**src/rtl/display_pkg.sv**
```systemverilog
// Shared types and constants for the seven-segment display arbiter.
package display_pkg;

    typedef enum logic [1:0] {IDLE, LOAD, SHOW} disp_state_t;

    localparam logic [7:0] BLANK_ALL = 8'hFF;

endpackage

```
**src/rtl/rr_picker.sv**
```systemverilog
// Combinational round-robin picker: first requester strictly after ptr, wrapping,
// so the previous owner is chosen only when nobody else is requesting.
module rr_picker #(
    parameter int unsigned N_REQ = 2
) (
    input  logic [N_REQ-1:0]         req,
    input  logic [$clog2(N_REQ)-1:0] ptr,
    output logic [N_REQ-1:0]         onehot,
    output logic [$clog2(N_REQ)-1:0] idx,
    output logic                     valid
);

    localparam int unsigned PW = $clog2(N_REQ);

    always_comb begin
        onehot = '0;
        idx    = '0;
        valid  = 1'b0;
        for (int unsigned i = 1; i <= N_REQ; i++) begin
            for (int unsigned j = 0; j < N_REQ; j++) begin
                if (!valid && req[j] && (((32'(ptr) + i) % N_REQ) == j)) begin
                    valid     = 1'b1;
                    onehot[j] = 1'b1;
                    idx       = PW'(j);
                end
            end
        end
    end

endmodule

```
**src/rtl/display_arbiter.sv**
```systemverilog
// Shares the 8-digit seven-segment scanner among N_REQ requesters with
// round-robin grant, a reload window per grant and min/max hold times.
module display_arbiter
    import display_pkg::*;
#(
    parameter int unsigned N_REQ       = 2,
    parameter int unsigned LOAD_CYCLES = 125000,
    parameter int unsigned MIN_HOLD    = 50000000,
    parameter int unsigned MAX_HOLD    = 200000000,
    parameter int unsigned CNT_W       = 28
) (
    input  logic                  clk,
    input  logic                  reset,
    input  logic [N_REQ-1:0]      req,
    input  logic [32*N_REQ-1:0]   value,
    input  logic [8*N_REQ-1:0]    blank,
    output logic [31:0]           number,
    output logic [7:0]            AN_ON,
    output logic                  reload,
    output logic [N_REQ-1:0]      grant,
    output logic                  active
);

    localparam int unsigned      PW        = $clog2(N_REQ);
    localparam logic [CNT_W-1:0] LOAD_LAST = CNT_W'(LOAD_CYCLES - 1);
    localparam logic [CNT_W-1:0] MIN_CNT   = CNT_W'(MIN_HOLD);
    localparam logic [CNT_W-1:0] MAX_CNT   = CNT_W'(MAX_HOLD);

    disp_state_t      state;
    logic [CNT_W-1:0] cnt;
    logic [PW-1:0]    rr_ptr;

    logic [N_REQ-1:0] pick_onehot;
    logic [PW-1:0]    pick_idx;
    logic             pick_valid;
    logic [31:0]      pick_value;
    logic [7:0]       pick_blank;
    logic             owner_req, rival_req, release_show, take;

    rr_picker #(.N_REQ(N_REQ)) u_picker (
        .req    (req),
        .ptr    (rr_ptr),
        .onehot (pick_onehot),
        .idx    (pick_idx),
        .valid  (pick_valid)
    );

    always_comb begin
        pick_value = '0;
        pick_blank = '0;
        for (int unsigned j = 0; j < N_REQ; j++) begin
            if (pick_onehot[j]) begin
                pick_value = value[32*j +: 32];
                pick_blank = blank[8*j +: 8];
            end
        end
    end

    assign owner_req    = |(req & grant);
    assign rival_req    = |(req & ~grant);
    assign release_show = (state == SHOW) &&
                          ((!owner_req && cnt >= MIN_CNT) || (rival_req && cnt >= MAX_CNT));
    // A release with a waiting requester skips IDLE and reloads straight away.
    assign take         = pick_valid && (state == IDLE || release_show);

    always_ff @(posedge clk) begin
        if (!reset) begin
            state  <= IDLE;
            number <= '0;
            AN_ON  <= BLANK_ALL;
            reload <= 1'b1;
            grant  <= '0;
            active <= 1'b0;
            rr_ptr <= PW'(N_REQ - 1);
            cnt    <= '0;
        end else if (take) begin
            state  <= LOAD;
            grant  <= pick_onehot;
            active <= 1'b1;
            rr_ptr <= pick_idx;
            number <= pick_value;
            AN_ON  <= pick_blank;
            reload <= 1'b1;
            cnt    <= '0;
        end else if (release_show) begin
            state  <= IDLE;
            grant  <= '0;
            active <= 1'b0;
            number <= '0;
            AN_ON  <= BLANK_ALL;
            reload <= 1'b1;
            cnt    <= '0;
        end else begin
            case (state)
                LOAD: begin
                    if (cnt == LOAD_LAST) begin
                        state  <= SHOW;
                        cnt    <= '0;
                        reload <= 1'b0;
                    end else begin
                        cnt <= cnt + CNT_W'(1);
                    end
                end
                SHOW: begin
                    if (cnt < MAX_CNT)
                        cnt <= cnt + CNT_W'(1);
                end
                default: ;
            endcase
        end
    end

endmodule

```
**config.mk**
```make
export PLATFORM = sky130hd
export DESIGN_NAME = display_arbiter
export DESIGN_NICKNAME = d
export VERILOG_FILES = /design/src/rtl/display_pkg.sv /design/src/rtl/rr_picker.sv /design/src/rtl/display_arbiter.sv
export SDC_FILE = /design/constraint.sdc
export NUM_CORES = 1
export LEC_CHECK = 0
export CAP_MARGIN = 20
export CORE_MARGIN = 1.5
export CORE_UTILIZATION = 50
export CTS_BUF_LIST = sky130_fd_sc_hd__clkbuf_2 sky130_fd_sc_hd__clkbuf_4 sky130_fd_sc_hd__clkbuf_8
export DETAILED_ROUTE_END_ITERATION = 10
export PLACE_DENSITY_LB_ADDON = 0.1
export SYNTH_ARGS = -nofsm -noshare
export SYNTH_HDL_FRONTEND = slang
export SYNTH_HIERARCHICAL = 1
export SYNTH_SLANG_ARGS = --single-unit
```
**constraint.sdc**
```tcl
create_clock -name clk -period 3.9 [get_ports clk]
set_input_delay 0.975 -clock clk [delete_from_list [all_inputs] [get_ports clk]]
set_output_delay 0.975 -clock clk [all_outputs]
set_load 0.1 [all_outputs]
```
==> results of run 1 <==
flip-flops by register name (all words and copies together) (netlist names):
register  cells
number       32
cnt          28
AN_ON         8
grant         2
state         2
active        1
reload        1
rr_ptr        1
layout by cell type (no fill, tap or decap), types with 6 or more instances in the layout:
cell / instances
inv_1: 11
o2bb2ai_1: 34
xor2_1: 15
clkdlybuf4s50_1: 127
clkbuf_8: 10
a22o_1: 9
and2_1: 7
o2111ai_1: 10
nand2_1: 17
and3_1: 10
nor3_1: 9
o211ai_1: 7
o21ai_0: 20
nor4_1: 7
a22oi_1: 33
nor2_1: 21
dfxtp_1: 75
buf_4: 8
nand3_1: 6
a21oi_1: 20
logic make-up (layout without fill, tap and decap cells):
logic type | Yosys count | in the layout | synth area share
AND/OR/NAND/NOR | 110 | 110 | 0.176
XOR/XNOR | 17 | 17 | 0.0407
buffers and inverters | 41 | 164 | 0.0468
adder cells (fa/ha/maj) | 2 | 2 | 0.00683
AO/OA/AOI/OAI | 157 | 157 | 0.320
flip-flops | 75 | 75 | 0.410
per-layer routing:
layer  part of all wire  vias up  GRT usage
met5                  0        -          0
met3              0.087       12     0.0961
met1               0.42     1683      0.336
li1                   -     1774          -
met4              0.012        0     0.0810
met2               0.48      161      0.437
final cells by class:
type                            instances  area (um2)
Inverter                               12        45.0
Tap cell                               99         124
Multi-Input combinational cell        286        2010
Timing Repair Buffer                  136        1350
Clock inverter                          5        61.3
Sequential cell                        75        1500
Clock buffer                           11         145
Fill cell                             547        1940
power by group through the flow:
| stage | Sequential, mW | Combinational (mW) | Clock [mW] |
|---|---|---|---|
| floorplan | 1.09 | 0.127 | 0 |
| global placement | 0.842 | 0.564 | 0 |
| detailed placement | 0.843 | 0.570 | 0 |
| CTS | 0.827 | 0.571 | 0.626 |
| global route | 0.832 | 0.593 | 0.662 |
| finish | 0.827 | 0.570 | 0.615 |
Yosys cell counts, types with 2 or more instances:
cell type,n
nand2_1,17
nor3_1,9
nor4bb_1,2
a21boi_0,3
a211oi_1,4
xor2_1,15
or3_1,4
a22o_1,9
nor4_1,7
o21bai_1,2
and2_1,7
dfxtp_1,75
o211ai_1,7
buf_2,11
nor4b_1,2
o21ai_1,2
o2111ai_1,10
nand4_1,2
o21ai_0,21
nor2_1,22
a21oi_1,20
ha_1,2
o2bb2ai_1,34
or4_1,2
inv_1,11
nand3_1,6
and3_1,10
xnor2_1,2
nor2b_1,4
o22ai_1,2
clkbuf_1,17
and4_1,3
a22oi_1,33
worst max-delay path by stage:
stage | endpoint | cells after the start
CTS | grant[1] | 1
global placement | grant[0] | 7
floorplan | active | 6
global route | grant[1] | 1
detailed placement | active | 6
finish | grant[1] | 1
per-stage QoR:
step,utilization,hold slack (ns),total power [mW],worst slack [ns]
2_1_floorplan,-,0.470,1.22,1.62
3_3_place_gp,0.701,0.434,1.41,0.877
3_5_place_dp,0.701,0.446,1.41,0.856
4_1_cts,0.730,0.459,2.02,1.01
5_1_grt,0.730,0.478,2.09,0.958
6_report,0.730,0.458,2.01,1.02
==> impl_metrics.csv, run 1 <==
group,metric,value,unit
global_routing,grt.total_usage,0.269,
place,dp.cells,608,
clock_network,cts.clk_slew.worst_paths,0.08,ns
clock_network,cts_hold_buf,0,
global_routing,grt_pass1_vias,3462,
power,seqPwrFrac,0.411,
setup_path,arrival,1.91,ns
setup_path,crit_chain,"clkdlybuf4s50_1",
power,swShare,0.347,
clock_network,cts_resized,0,
place,place_area,5030,um2
synthesis,ys.flop_type,"dfxtp_1",
place,numPortBuffers,127,
drt,route.detailed.drc,0,
setup_path,crit_slowest_cell,"clkdlybuf4s50_1",
setup_path,r2r_start,"cnt[7]",
setup_path,critPathTopFamily,"buffers and inverters",
setup_path,startpoint_type,"flop",
synthesis,yosys-top-cells-area,"dfxtp_1 41%, o2bb2ai_1 8.1%, a22oi_1 6.8%, xor2_1 3.6%, o21ai_0 2.9%",
clock_network,htree_levels,3,
clock_network,numClockSinks,75,
final_layout,nNetsFinal,606,
synthesis,syn_inst,402,
timing,tightestPinTransition,1.01,ns
setup_path,worstReg2RegEnd,"active",
drt,drt-initial-drc-count,256,
global_routing,antenna_found_initial,0,
synthesis,synth.distinct_cells,58,
timing,finalCriticalPeriod,2.88,ns
setup_path,critical_path_class,"flop to primary output",
final_layout,area_growth,43.0,%
synthesis,synth_top_area_share,0.410,
clock_network,cts_tree,"done",
timing,relSlewSlack,0.323,
power,p_int,1.31,mW
final_layout,drive_gt1_frac,0.0743,
synthesis,avgSynthCellArea,9.11,um2
timing,clock.fmax,347,MHz
clock_network,cts_made_buffers,9,
timing,rsz0062_at_grt,"no",
timing,fin_crit_sh,0.739,
setup_path,cp_max_fo,4,
global_routing,grt_pass1_wl,16.3,mm
place,gp_congestion,0.859,
clock_network,cts_setup_buffers,0,
clock_network,cts_buffer_depth,2,
setup_path,worstSetupStartpoint,"grant[1]",
worst_hold_path,hold_path_class,"flop to flop",
place,dp.final_hpwl,7.33,mm
drt,dr.pass1.iters,4,
power,power_density,384,nW/um2
setup_path,required,2.92,ns
worst_hold_path,min_from,"reload",
setup_path,crit_buf_inv,1,
synthesis,synth_fp_nets,488,
floorplan,die_w,88.6,um
drt,vias,3630,
drt,wl,10.2,mm
power,peakVddDrop,248,uV
timing,hold_viol_final,0,
synthesis,synth-seq-cells,75,
synthesis,yosysSeqAreaShare,0.410,
floorplan,initial_core_util,0.510,
synthesis,syn_area,3660,um2
setup_path,cpPeakStageDelay,1.15,ns
setup_path,ff2ff_setup_slack,1.47,ns
drt,ant_nets,0,
floorplan,die_h,88.6,um
setup_path,worstRegToRegCells,8,
worst_hold_path,min_path_cells,2,
timing,drv_slew,0,
clock_network,worstSkewPairLatency,0.35,ns
power,p_leak,1.83,nW
synthesis,synth-edff-count,0,
synthesis,synthArstFlopShare,0,
floorplan,ios,128,
clock_network,cts_root_buf,"clkbuf_8",
timing,final.setup_skew,0.00892,ns
timing,setup_viol,0,
final_layout,diodes,0,
power,power_frac_comb,0.283,
power,switchingPower,0.698,mW
setup_path,worst_setup_path_end_kind,"primary output",
worst_hold_path,min_to,"reload",
final_layout,stdcell_area,5240,um2
run_status,status,"finished, final reports clean",
drt,routed_via_density,5.82,
floorplan,core,7180,um2
global_routing,grt_max_degree,43,
global_routing,grt_overflow,0,
synthesis,yosys.area.top_type,"dfxtp_1",
floorplan,die-area,7840,um2
floorplan,rows,31,
final_layout,fin_cells,624,
synthesis,synth.yosys.warnings,6,
drt,routedWlPerCell,16.3,um
timing,setup-tns-final,0,ns
power,p_clk_frac,0.306,
job,maxCapViolations,0,
Note: power is estimated with default switching activity, not from simulation.
==> run 2: changes to the inputs <==
--- a/config.mk
+++ b/config.mk
@@ -7,7 +7,7 @@
 export LEC_CHECK = 0
 export CAP_MARGIN = 20
 export CORE_MARGIN = 1.5
-export CORE_UTILIZATION = 50
+export CORE_UTILIZATION = 47
 export CTS_BUF_LIST = sky130_fd_sc_hd__clkbuf_2 sky130_fd_sc_hd__clkbuf_4 sky130_fd_sc_hd__clkbuf_8
 export DETAILED_ROUTE_END_ITERATION = 10
 export PLACE_DENSITY_LB_ADDON = 0.1
==> constraint.sdc (replaced) <==
create_clock -name clk -period 3 [get_ports clk]
set_input_delay 0.75 -clock clk [delete_from_list [all_inputs] [get_ports clk]]
set_output_delay 0.75 -clock clk [all_outputs]
set_load 0.1 [all_outputs]
==> run 2 against run 1 <==
Net effect:
- critical path depth is 5 higher
- sequential cell count stayed put
- routed wire length is 1.4% higher
- critical endpoint is now cnt[20]
- clock skew is 0.00055 ns higher
==> impl_metrics.csv, run 2 (same netlist as run 1, synthesis figures left out) <==
group,metric,value,unit
worst_hold_path,hold_path_class,"flop to flop",
floorplan,initial_core_util,0.494,
timing,setup-tns-final,0,ns
drt,wl,10.3,mm
timing,drv_slew,0,
floorplan,die_w,91.3,um
place,numPortBuffers,127,
timing,hold_viol_final,0,
final_layout,nFillCells,592,
final_layout,reg_top3,"number x32, cnt x28, AN_ON x8",
worst_hold_path,min_from,"reload",
final_layout,register_area,1500,um2
clock_network,htree_levels,3,
drt,ant_nets,0,
run_status,status,"finished, final reports clean",
setup_path,worstSetupStartpoint,"cnt[7]",
drt,route.detailed.drc,0,
global_routing,grt.total_usage,0.253,
clock_network,cts_hold_buf,0,
final_layout,fin_cells,631,
setup_path,crit_chain,"or4_1 > o2111a_1 > o21ai_1 > o22ai_1 > a21boi_4 > o211a_1",
floorplan,die_h,91.3,um
clock_network,cts.clk_slew.worst_paths,0.08,ns
final_layout,multi_input_area,2010,um2
final_layout,largest-register,"number",
final_layout,largest_reg_flops,32,
clock_network,numClockSinks,75,
setup_path,cp_max_fo,36,
place,gp_congestion,0.951,
drt,vias,3694,
global_routing,antenna_found_initial,0,
global_routing,grt_overflow,0,
setup_path,required,3.28,ns
place,dp_worst_setup_slack,0.0383,ns
final_layout,diodes,0,
timing,clock.fmax,366,MHz
clock_network,cts_root_buf,"clkbuf_8",
setup_path,startpoint_type,"flop",
job,maxCapViolations,0,
final_layout,nNetsFinal,614,
place,place_area,4970,um2
timing,tightestPinTransition,0.968,ns
setup_path,critical_path_class,"flop to flop",
timing,relSlewSlack,0.353,
power,p_leak,1.95,nW
final_layout,stdcell_area,5210,um2
clock_network,cts_resized,0,
global_routing,grt_pass1_vias,3479,
floorplan,ios,128,
final_layout,area_growth,42.3,%
timing,finalCriticalPeriod,2.74,ns
final_layout,drive_gt1_frac,0.169,
timing,fin_crit_sh,0.912,
place,dp.final_hpwl,7.57,mm
setup_path,arrival,3.02,ns
timing,hold_ws,0.454,ns
clock_network,cts_setup_buffers,0,
timing,postLayoutSetupSlackWorst,0.264,ns
setup_path,crit_buf_inv,0,
place,dp.cells,616,
floorplan,core,7410,um2
drt,drt-initial-drc-count,224,
final_layout,layout_common_cells,"83 x clkdlybuf4s50_1, 75 x dfxtp_1, 61 x buf_4, 34 x o2bb2ai_1, 33 x a22oi_1",
global_routing,grt_pass1_wl,17.2,mm
drt,dr.pass1.iters,4,
drt,routedWlPerCell,16.3,um
clock_network,worstSkewPairLatency,0.34,ns
final_layout,layout_commonest_cell,"clkdlybuf4s50_1",
timing,setup_viol,0,
power,peakVddDrop,300,uV
clock_network,cts_buffer_depth,2,
setup_path,cpPeakStageDelay,0.80,ns
timing,final.setup_skew,0.00947,ns
setup_path,critPathTopFamily,"compound AO/OA/AOI/OAI gates",
global_routing,grt_max_degree,37,
clock_network,cts_tree,"done",
setup_path,r2r_start,"cnt[7]",
setup_path,worst_setup_path_end_kind,"flop",
floorplan,rows,31,
setup_path,crit_slowest_cell,"a21boi_4",
clock_network,cts_made_buffers,9,
power,power_density,528,nW/um2
floorplan,die-area,8330,um2
timing,rsz0062_at_grt,"no",
drt,routed_via_density,5.85,
## run 2: changes by cell type in the layout (fill, tap and decap cells not counted), sizes merged
cell,before,now
inv,12,11
buf,9,61
clkdlybuf4s50,127,83
bufinv,1,3
clkinvlp,3,0
clkinv,1,2
## run 2: worst min-delay path, cell delays in order, from the launching register on
cell and delay, ns:
dfxtp_1 0.31, nand2_1 0.06, nand2_1 0.05
## run 2: area by class of cell
cell class,instances,share of cell area
flip-flops and latches,75,0.288
repair buffers,144,0.247
clock buffers,11,0.0279
clock inverters,4,0.0190
inverters,12,0.00865
multi-input cells,286,0.385
well taps,99,0.0238
## run 2: worst paths after layout
kind	endpoint	slack [ns]	depth (start not counted)
max	cnt[20]	0.26	6
min	reload	0.45	2
max reg2reg	cnt[20]	0.26	6
min reg2reg	reload	0.45	2
## run 2: metrics by stage
stage,power (mW),utilization
final,2.75,0.703
after global routing,2.86,0.703
after CTS,2.76,0.703
after detailed placement,1.83,0.670
after global placement,1.82,0.670
after floorplan,1.59,-
## run 2: layer usage
metal  part of all wire  track usage  vias to the layer above
met5                  0            0                        -
met4              0.027       0.0977                        0
met3              0.063       0.0494                       26
met2               0.47        0.395                      149
met1               0.44        0.344                     1722
li1                   -            -                     1797
## run 2: power breakdown
group / internal (mW) / total, mW / switching, mW
logic: 0.233 / 0.727 / 0.495
registers: 1.04 / 1.08 / 0.0327
clock network: 0.582 / 0.948 / 0.366
